==> src/rtl/attn_token_serializer.sv <==
// -----------------------------------------------------------------------------
// attn_token_serializer
//
// Output-side reader for the attention pipeline. A single start pulse launches
// one job: after PIPE_LAT edges the packed token matrix is captured into an
// internal buffer, then streamed one Q8.8 word per valid/ready handshake in
// row-major order with row/column tags and last flags.
//
// Ports
//   clk         in   rising-edge clock
//   rst         in   synchronous active-high reset
//   start       in   single-cycle launch pulse (Q/K/V presented this cycle)
//   mat_in      in   packed pipeline output, element (i,j) at word i*TOKEN_DIM+j
//   busy        out  high while waiting for the pipeline or streaming
//   m_valid     out  m_data holds a valid word
//   m_ready     in   consumer accepts the current word
//   m_data      out  current word (bit-exact copy of the captured element)
//   m_row       out  row index i of the current word
//   m_col       out  column index j of the current word
//   m_row_last  out  current word is the last column of its row
//   m_last      out  current word is the final word of the matrix
//   drop_err    out  sticky: a start arrived while a job was in flight
// -----------------------------------------------------------------------------
module attn_token_serializer #(
  parameter int  DATA_WIDTH = 16,
  parameter int  TOKEN_DIM  = 4,
  parameter int  TOKEN_NUM  = 8,
  parameter int  PIPE_LAT   = 3,
  localparam int ROW_W      = (TOKEN_NUM > 1) ? $clog2(TOKEN_NUM) : 1,
  localparam int COL_W      = (TOKEN_DIM > 1) ? $clog2(TOKEN_DIM) : 1
) (
  input  logic                                      clk,
  input  logic                                      rst,
  input  logic                                      start,
  input  logic [DATA_WIDTH*TOKEN_DIM*TOKEN_NUM-1:0] mat_in,
  output logic                                      busy,
  output logic                                      m_valid,
  input  logic                                      m_ready,
  output logic [DATA_WIDTH-1:0]                     m_data,
  output logic [ROW_W-1:0]                          m_row,
  output logic [COL_W-1:0]                          m_col,
  output logic                                      m_row_last,
  output logic                                      m_last,
  output logic                                      drop_err
);

  localparam int WORDS = TOKEN_NUM * TOKEN_DIM;
  localparam int K_W   = (WORDS > 1) ? $clog2(WORDS) : 1;
  localparam int LAT_W = (PIPE_LAT > 1) ? $clog2(PIPE_LAT) : 1;

  localparam logic [LAT_W-1:0] LAT_INIT = LAT_W'(PIPE_LAT - 1);
  localparam logic [COL_W-1:0] COL_MAX  = COL_W'(TOKEN_DIM - 1);
  localparam logic [K_W-1:0]   K_MAX    = K_W'(WORDS - 1);

  typedef enum logic [1:0] {
    S_IDLE   = 2'd0,
    S_WAIT   = 2'd1,
    S_STREAM = 2'd2
  } state_t;

  state_t r_state;
  state_t w_state_next;

  logic [LAT_W-1:0]      r_lat;
  logic [DATA_WIDTH-1:0] r_buf [WORDS];
  logic [DATA_WIDTH-1:0] w_words [WORDS];

  logic                  r_busy;
  logic                  r_valid;
  logic [DATA_WIDTH-1:0] r_data;
  logic [ROW_W-1:0]      r_row;
  logic [COL_W-1:0]      r_col;
  logic [K_W-1:0]        r_k;
  logic                  r_row_last;
  logic                  r_last;
  logic                  r_drop;

  logic                  w_load_lat;
  logic                  w_capture;
  logic                  w_drop;
  logic                  w_xfer;
  logic                  w_final;
  logic [K_W-1:0]        w_k_inc;
  logic                  w_col_wrap;
  logic [COL_W-1:0]      w_col_inc;
  logic [ROW_W-1:0]      w_row_inc;

  // Unpack the wide pipeline bus into an array of words, word k = i*TOKEN_DIM+j.
  genvar gi;
  generate
    for (gi = 0; gi < WORDS; gi++) begin : g_unpack
      assign w_words[gi] = mat_in[DATA_WIDTH*gi +: DATA_WIDTH];
    end
  endgenerate

  assign w_xfer  = r_valid & m_ready;
  assign w_final = w_xfer & r_last;

  // Row/column advance kept as separate counters so no divider is needed.
  assign w_k_inc    = r_k + K_W'(1);
  assign w_col_wrap = (r_col == COL_MAX);
  assign w_col_inc  = w_col_wrap ? '0 : (r_col + COL_W'(1));
  assign w_row_inc  = w_col_wrap ? (r_row + ROW_W'(1)) : r_row;

  // ---------------------------------------------------------------------------
  // FSM: state register
  // ---------------------------------------------------------------------------
  always_ff @(posedge clk) begin
    if (rst) begin
      r_state <= S_IDLE;
    end else begin
      r_state <= w_state_next;
    end
  end

  // ---------------------------------------------------------------------------
  // FSM: next state and control strobes
  // ---------------------------------------------------------------------------
  always_comb begin
    w_state_next = r_state;
    w_load_lat   = 1'b0;
    w_capture    = 1'b0;
    w_drop       = 1'b0;
    case (r_state)
      S_IDLE: begin
        if (start) begin
          w_state_next = S_WAIT;
          w_load_lat   = 1'b1;
        end
      end
      S_WAIT: begin
        if (start) begin
          w_drop = 1'b1;
        end
        if (r_lat == '0) begin
          w_capture    = 1'b1;
          w_state_next = S_STREAM;
        end
      end
      S_STREAM: begin
        if (w_final) begin
          // A start coinciding with the final transfer chains the next job.
          if (start) begin
            w_state_next = S_WAIT;
            w_load_lat   = 1'b1;
          end else begin
            w_state_next = S_IDLE;
          end
        end else if (start) begin
          w_drop = 1'b1;
        end
      end
      default: begin
        w_state_next = S_IDLE;
      end
    endcase
  end

  // ---------------------------------------------------------------------------
  // Datapath: latency counter, capture buffer and registered stream outputs
  // ---------------------------------------------------------------------------
  always_ff @(posedge clk) begin
    if (rst) begin
      r_lat      <= '0;
      r_busy     <= 1'b0;
      r_valid    <= 1'b0;
      r_data     <= '0;
      r_row      <= '0;
      r_col      <= '0;
      r_k        <= '0;
      r_row_last <= 1'b0;
      r_last     <= 1'b0;
      r_drop     <= 1'b0;
      for (int i = 0; i < WORDS; i++) begin
        r_buf[i] <= '0;
      end
    end else begin
      if (w_load_lat) begin
        r_lat <= LAT_INIT;
      end else if ((r_state == S_WAIT) && (r_lat != '0)) begin
        r_lat <= r_lat - LAT_W'(1);
      end

      if (w_drop) begin
        r_drop <= 1'b1;
      end

      r_busy <= (w_state_next != S_IDLE);

      if (w_capture) begin
        for (int i = 0; i < WORDS; i++) begin
          r_buf[i] <= w_words[i];
        end
        // Word 0 comes straight from the bus since the buffer is being
        // written on this same edge.
        r_valid    <= 1'b1;
        r_data     <= w_words[0];
        r_row      <= '0;
        r_col      <= '0;
        r_k        <= '0;
        r_row_last <= (TOKEN_DIM == 1);
        r_last     <= (WORDS == 1);
      end else if (w_xfer) begin
        if (r_last) begin
          r_valid    <= 1'b0;
          r_data     <= '0;
          r_row      <= '0;
          r_col      <= '0;
          r_k        <= '0;
          r_row_last <= 1'b0;
          r_last     <= 1'b0;
        end else begin
          r_k        <= w_k_inc;
          r_data     <= r_buf[w_k_inc];
          r_col      <= w_col_inc;
          r_row      <= w_row_inc;
          r_row_last <= (w_col_inc == COL_MAX);
          r_last     <= (w_k_inc == K_MAX);
        end
      end
    end
  end

  assign busy       = r_busy;
  assign m_valid    = r_valid;
  assign m_data     = r_data;
  assign m_row      = r_row;
  assign m_col      = r_col;
  assign m_row_last = r_row_last;
  assign m_last     = r_last;
  assign drop_err   = r_drop;

endmodule

==> config.mk <==
export PLATFORM = sky130hd
export DESIGN_NAME = attn_token_serializer
export DESIGN_NICKNAME = d
export VERILOG_FILES = /design/src/rtl/attn_token_serializer.sv
export SDC_FILE = /design/constraint.sdc
export NUM_CORES = 1
export LEC_CHECK = 0
export ABC_AREA = 1
export BUFFER_PORTS_ARGS = -buffer_cell sky130_fd_sc_hd__buf_2
export CAP_MARGIN = 20
export CORE_MARGIN = 3
export CORE_UTILIZATION = 40
export CTS_BUF_LIST = sky130_fd_sc_hd__clkbuf_2
export DETAILED_ROUTE_END_ITERATION = 6
export GPL_TIMING_DRIVEN = 0
export PLACE_DENSITY_LB_ADDON = 0.1
export SYNTH_ARGS = -nofsm -noshare
export SYNTH_HDL_FRONTEND = slang
export SYNTH_SLANG_ARGS = --single-unit
==> constraint.sdc <==
create_clock -name clk -period 37.4 [get_ports clk]
set_input_delay 3.74 -clock clk [delete_from_list [all_inputs] [get_ports clk]]
set_output_delay 3.74 -clock clk [all_outputs]
set_load 0.1 [all_outputs]
# Yosys cells after proc, flatten, opt, wreduce, memory -nomap -nowiden

Memory sizes are Yosys's and may differ from the RTL's.
Cells that the tools add are included.

Bits in registers: 35
RAM bits: 512
Input port bits: 516
Word-level logic and storage cells: 133
Memories kept: 1

$add $sub $neg: 4
Equal/unequal tests: 5
Mux-type cells: 64
Bitwise operators: 34
Reductions and logical operators: 13

Memories:

| memory | words | bits a word | rd ports | clocked after memory_dff | wr ports | RTL line | text |
|---|---|---|---|---|---|---|---|
| r_buf  | 32    | 16          | 1        | 0                        | 32       | 65       | `logic [DATA_WIDTH-1:0] r_buf [WORDS];` |

Operators by type and width:

| operator                                             | count |
|---|---|
| two-way mux 16 bit                                   | 35 |
| bitwise OR 1 bit                                     | 32 |
| two-way mux 1 bit                                    | 16 |
| two-way mux 2 bit                                    | 7 |
| nonzero test 2 bit                                   | 6 |
| equality test 2 bit (second input constant)          | 3 |
| two-way mux 3 bit                                    | 2 |
| one-hot mux 2 bit (3 select lines)                   | 1 |
| adder 5 x 1 -> 5 bit (second input constant)         | 1 |
| equality test 5 bit (second input constant)          | 1 |
| two-way mux 5 bit                                    | 1 |
| logical NOT 2 bit                                    | 2 |
| one-hot mux 1 bit (2 select lines)                   | 2 |
| AND reduction 2 bit                                  | 2 |
| OR reduction 2 bit                                   | 2 |
| adder 3 x 1 -> 3 bit (second input constant)         | 1 |
| adder 2 x 1 -> 2 bit (second input constant)         | 1 |
| bitwise AND 1 bit                                    | 2 |
| equality test 2 x 1 -> 1 bit (second input constant) | 1 |
| subtractor 2 x 1 -> 2 bit (second input constant)    | 1 |
| logical AND 1 bit                                    | 1 |

# Longest topological paths before layout

Word-level depth: 7
Depth in mapped cells: 15

# Worst setup path before layout

OpenSTA, ideal clock, no wires.

Path type: input to register
Start: in rst
End: mem r_buf[0][0], enable pin
Data arrival time: 18.157 ns
Setup slack: 18.162 ns
Stages: 4
Buffers on the path: 2
Cells stage by stage: clkbuf_1 > nor2_1 > inv_1 > clkbuf_1

RTL lines:

| what        | RTL line | text |
|---|---|---|
| from (decl) | 33       | `input logic rst,` |
| to (decl)   | 65       |  |

# Worst setup path after layout

Start: reg r_last, in the netlist m_last
End: out m_last

RTL lines:

| what                   | RTL line | text |
|---|---|---|
| from (decl)            | 75       | `logic r_last;` |
| from (signal assigned) | 202      | `r_last <= (WORDS == 1);` |
| from (signal assigned) | 218      | `r_last <= (w_k_inc == K_MAX);` |
| to (decl)              | 43       | `output logic m_last,` |

No word-level cell between the ends.

==> results.sh <==
export IMPL_hold_buffers=0
export IMPL_crit_start="m_last"
export IMPL_startpoint_type="flop"
export IMPL_insertion_delay_ps=1350
export IMPL_wl_per_cell_um=20.58
export IMPL_yosysSeqAreaShare=0.6017
export IMPL_worstPathCellList="buf_2"
export IMPL_io_pins=542
export IMPL_wl_um=100100
export IMPL_core_sq_um=65980
export IMPL_clockRootBuffer="clkbuf_2"
export IMPL_post_route_min_period_ps=6102
export IMPL_netlist_area_sq_um=26720
export IMPL_synth_seq_cells=547
export IMPL_syn_num_nets=3709
export IMPL_post_cts_buffers=0
export IMPL_grt_pass1_vias=22482
export IMPL_setup_ws_ps=31300
export IMPL_dp_hpwl_um=78170
export IMPL_vias=23351
export IMPL_path_buf_inv=1
export IMPL_critPathSlowestCell="dfxtp_1"
export IMPL_r2r_start="r_k[0]"
export IMPL_antenna_found_initial=2
export IMPL_crit_family="flip-flops"
export IMPL_power_density_nw_per_um2=48.99
export IMPL_drcViolationCount=0
export IMPL_regToRegSetupSlack_ps=33050
export IMPL_place_inst=4596
export IMPL_cp_required_ps=33660
export IMPL_grt_pass1_wl_um=141000
export IMPL_viasPerCell=4.800
export IMPL_critPathKind="flop to output port"
export IMPL_slowest_delay_ps=520
export IMPL_hold_viol=0
export IMPL_slew_viol_final=0
export IMPL_ir_drop_mv=0.02007
export IMPL_fin_cells=4865
export IMPL_cts_sinks=547
export IMPL_numPortBuffers=540
export IMPL_finalSetupViolCount=0
export IMPL_end_kind="output port"
export IMPL_syn2layout_area_growth_pct=20.33
export IMPL_timing_rr_end="m_data[6]"
export IMPL_tightest_slew_ps=1071
export IMPL_die_x_um=264.4
export IMPL_total_leakage_power_uw=0.01650
export IMPL_hold_class="flop to flop"
export IMPL_start_util=0.4049
export IMPL_hold_start="r_lat[0]"
export IMPL_hold_path_depth=1
export IMPL_htree_levels=4
export IMPL_cts_resized_gates=0
export IMPL_drtPass1Iterations=6
export IMPL_numCtsBuffers=150
export IMPL_gp_congestion=0.9061
export IMPL_critPathMaxFanout=6
export IMPL_setup_tns_ps=0
export IMPL_rsz0062_at_grt="false"
export IMPL_outcome="completed"
export IMPL_ys_types=25
export IMPL_cp_data_arrival_time_ps=2360
export IMPL_track_usage=0.2820
export IMPL_cts_tree="built"
export IMPL_clk_pin_slew_worst_paths_ps=100
export IMPL_fill_cells=6815
export IMPL_dieArea_sq_um=69930
export IMPL_nets=4411
export IMPL_grt_remaining_overflow=0
export IMPL_grt_max_degree=68
export IMPL_yosys_warnings=0
export IMPL_fmax_ghz=0.1639
export IMPL_hold_ws_ps=482.1
export IMPL_finClkSkew_ps=85.38
export IMPL_rows=94
export IMPL_drive_gt1_frac=0.2122
export IMPL_dpl_worst_slack_ps=30830
export IMPL_min_to="r_lat[0]"
export IMPL_drv_cap=0
export IMPL_cts_buffer_depth=3
export IMPL_syn_avg_cell_area_sq_um=8.397
export IMPL_die_h_um=264.4
export IMPL_syn_inst=3182
export IMPL_slew_limit_headroom=0.2860
export IMPL_reg2reg_depth=15
export IMPL_ant_nets=0
export IMPL_drt_iter0_markers=2151
export IMPL_post_route_period_util=0.1632
-- kinds of logic after synthesis --
kind of cell	Yosys count	share of synthesized area
buf+inv	826	0.1186
flops	547	0.6017
fa+ha+maj	11	0.005151
compound gates	73	0.01428
xor+xnor	4	0.002154
simple gates	1721	0.2582
-- per-stage QoR --
stage / power [uW] / utilization / area [sq um]
2_1_floorplan: 1046 / - / 26720
3_3_place_gp: 1203 / 0.4623 / 30500
3_5_place_dp: 1142 / 0.4664 / 30770
4_1_cts: 1583 / 0.4871 / 32140
5_1_grt: 1655 / 0.4872 / 32150
6_report: 1575 / 0.4873 / 32150
-- metal layers --
| metal | GRT usage | share of wire |
|---|---|---|
| met5 | 0 | 0 |
| met4 | 0.1089 | 0.034 |
| met2 | 0.4689 | 0.48 |
| met3 | 0.05151 | 0.068 |
| met1 | 0.3685 | 0.42 |
-- area by class of cell --
cell class                      instances  area (sq um)  share of cell area
Sequential cell                       547         16080              0.5000
Multi-Input combinational cell       1809          7475              0.2325
Timing Repair Buffer                  550          2970             0.09239
Inverter                              655          2459             0.07647
Clock buffer                          227          1136             0.03534
Tap cell                              864          1081             0.03363
Buffer                                171         713.2             0.02218
Clock inverter                         37         227.7            0.007083
Antenna cell                            5         12.51           0.0003892
-- placed cells by master, fill, tap and decap left out, types with 2 or more instances in the layout --
| cell type | count |
|---|---|
| nand2_1 | 820 |
| inv_1 | 650 |
| buf_2 | 594 |
| nor2_1 | 554 |
| edfxtp_1 | 512 |
| nand3_1 | 343 |
| clkbuf_2 | 227 |
| clkbuf_1 | 100 |
| o21ai_0 | 40 |
| dfxtp_1 | 35 |
| clkinv_1 | 30 |
| a21oi_1 | 27 |
| buf_1 | 16 |
| ha_1 | 11 |
| buf_16 | 9 |
| inv_2 | 6 |
| diode_2 | 5 |
| xnor2_2 | 3 |
| bufinv_16 | 3 |
| a211oi_1 | 2 |
-- sequential cells by signal, summed over array words and instances (netlist names) --
| register | count |
|---|---|
| busy | 1 |
| m_valid | 1 |
| m_col | 2 |
| m_last | 1 |
| r_lat | 2 |
| drop_err | 1 |
| m_data | 16 |
| m_row | 3 |
| r_buf | 512 |
| r_k | 5 |
| m_row_last | 1 |
| r_state | 2 |
-- report_power, final --
group | switching (uW) | leakage, uW | total [uW] | internal, uW
Combinational | 242 | 0.00983 | 335 | 93.5
Clock | 263 | 0.00105 | 444 | 181
Sequential | 24.7 | 0.00562 | 796 | 771
Total | 530 | 0.0165 | 1570 | 1050
-- synthesized netlist by cell type --
cell type  instances  share of area
edfxtp_1         512           0.58
or3_1              1        0.00023
nand3_1          343          0.064
a31oi_1            1        0.00023
clkinv_1           2        0.00028
buf_1             16         0.0022
xor2_1             1        0.00033
a21oi_1           27         0.0051
nor2_2             1        0.00023
o21ai_0           40         0.0075
dfxtp_1           35          0.026
a2bb2oi_1          1        0.00033
nand2_1          820           0.12
nor3_1             1        0.00019
ha_1              11         0.0052
o31ai_1            1        0.00028
inv_2              3        0.00042
xnor2_2            3         0.0018
o2111ai_1          1        0.00033
nand4_1            1        0.00023
clkbuf_1         101          0.014
buf_2             54          0.010
nor2_1           554          0.078
a211oi_1           2        0.00056
inv_1            650          0.091
-- worst max-delay path by stage --
stage                         endpoint  cells past startpoint
final                           m_last                      1
after global routing            m_last                      1
after detailed placement   r_buf[7][8]                      6
after CTS                       m_last                      1
after floorplan            r_buf[0][0]                      4
after global placement    r_buf[30][3]                      4
Note: power is estimated with default switching activity, not from simulation.
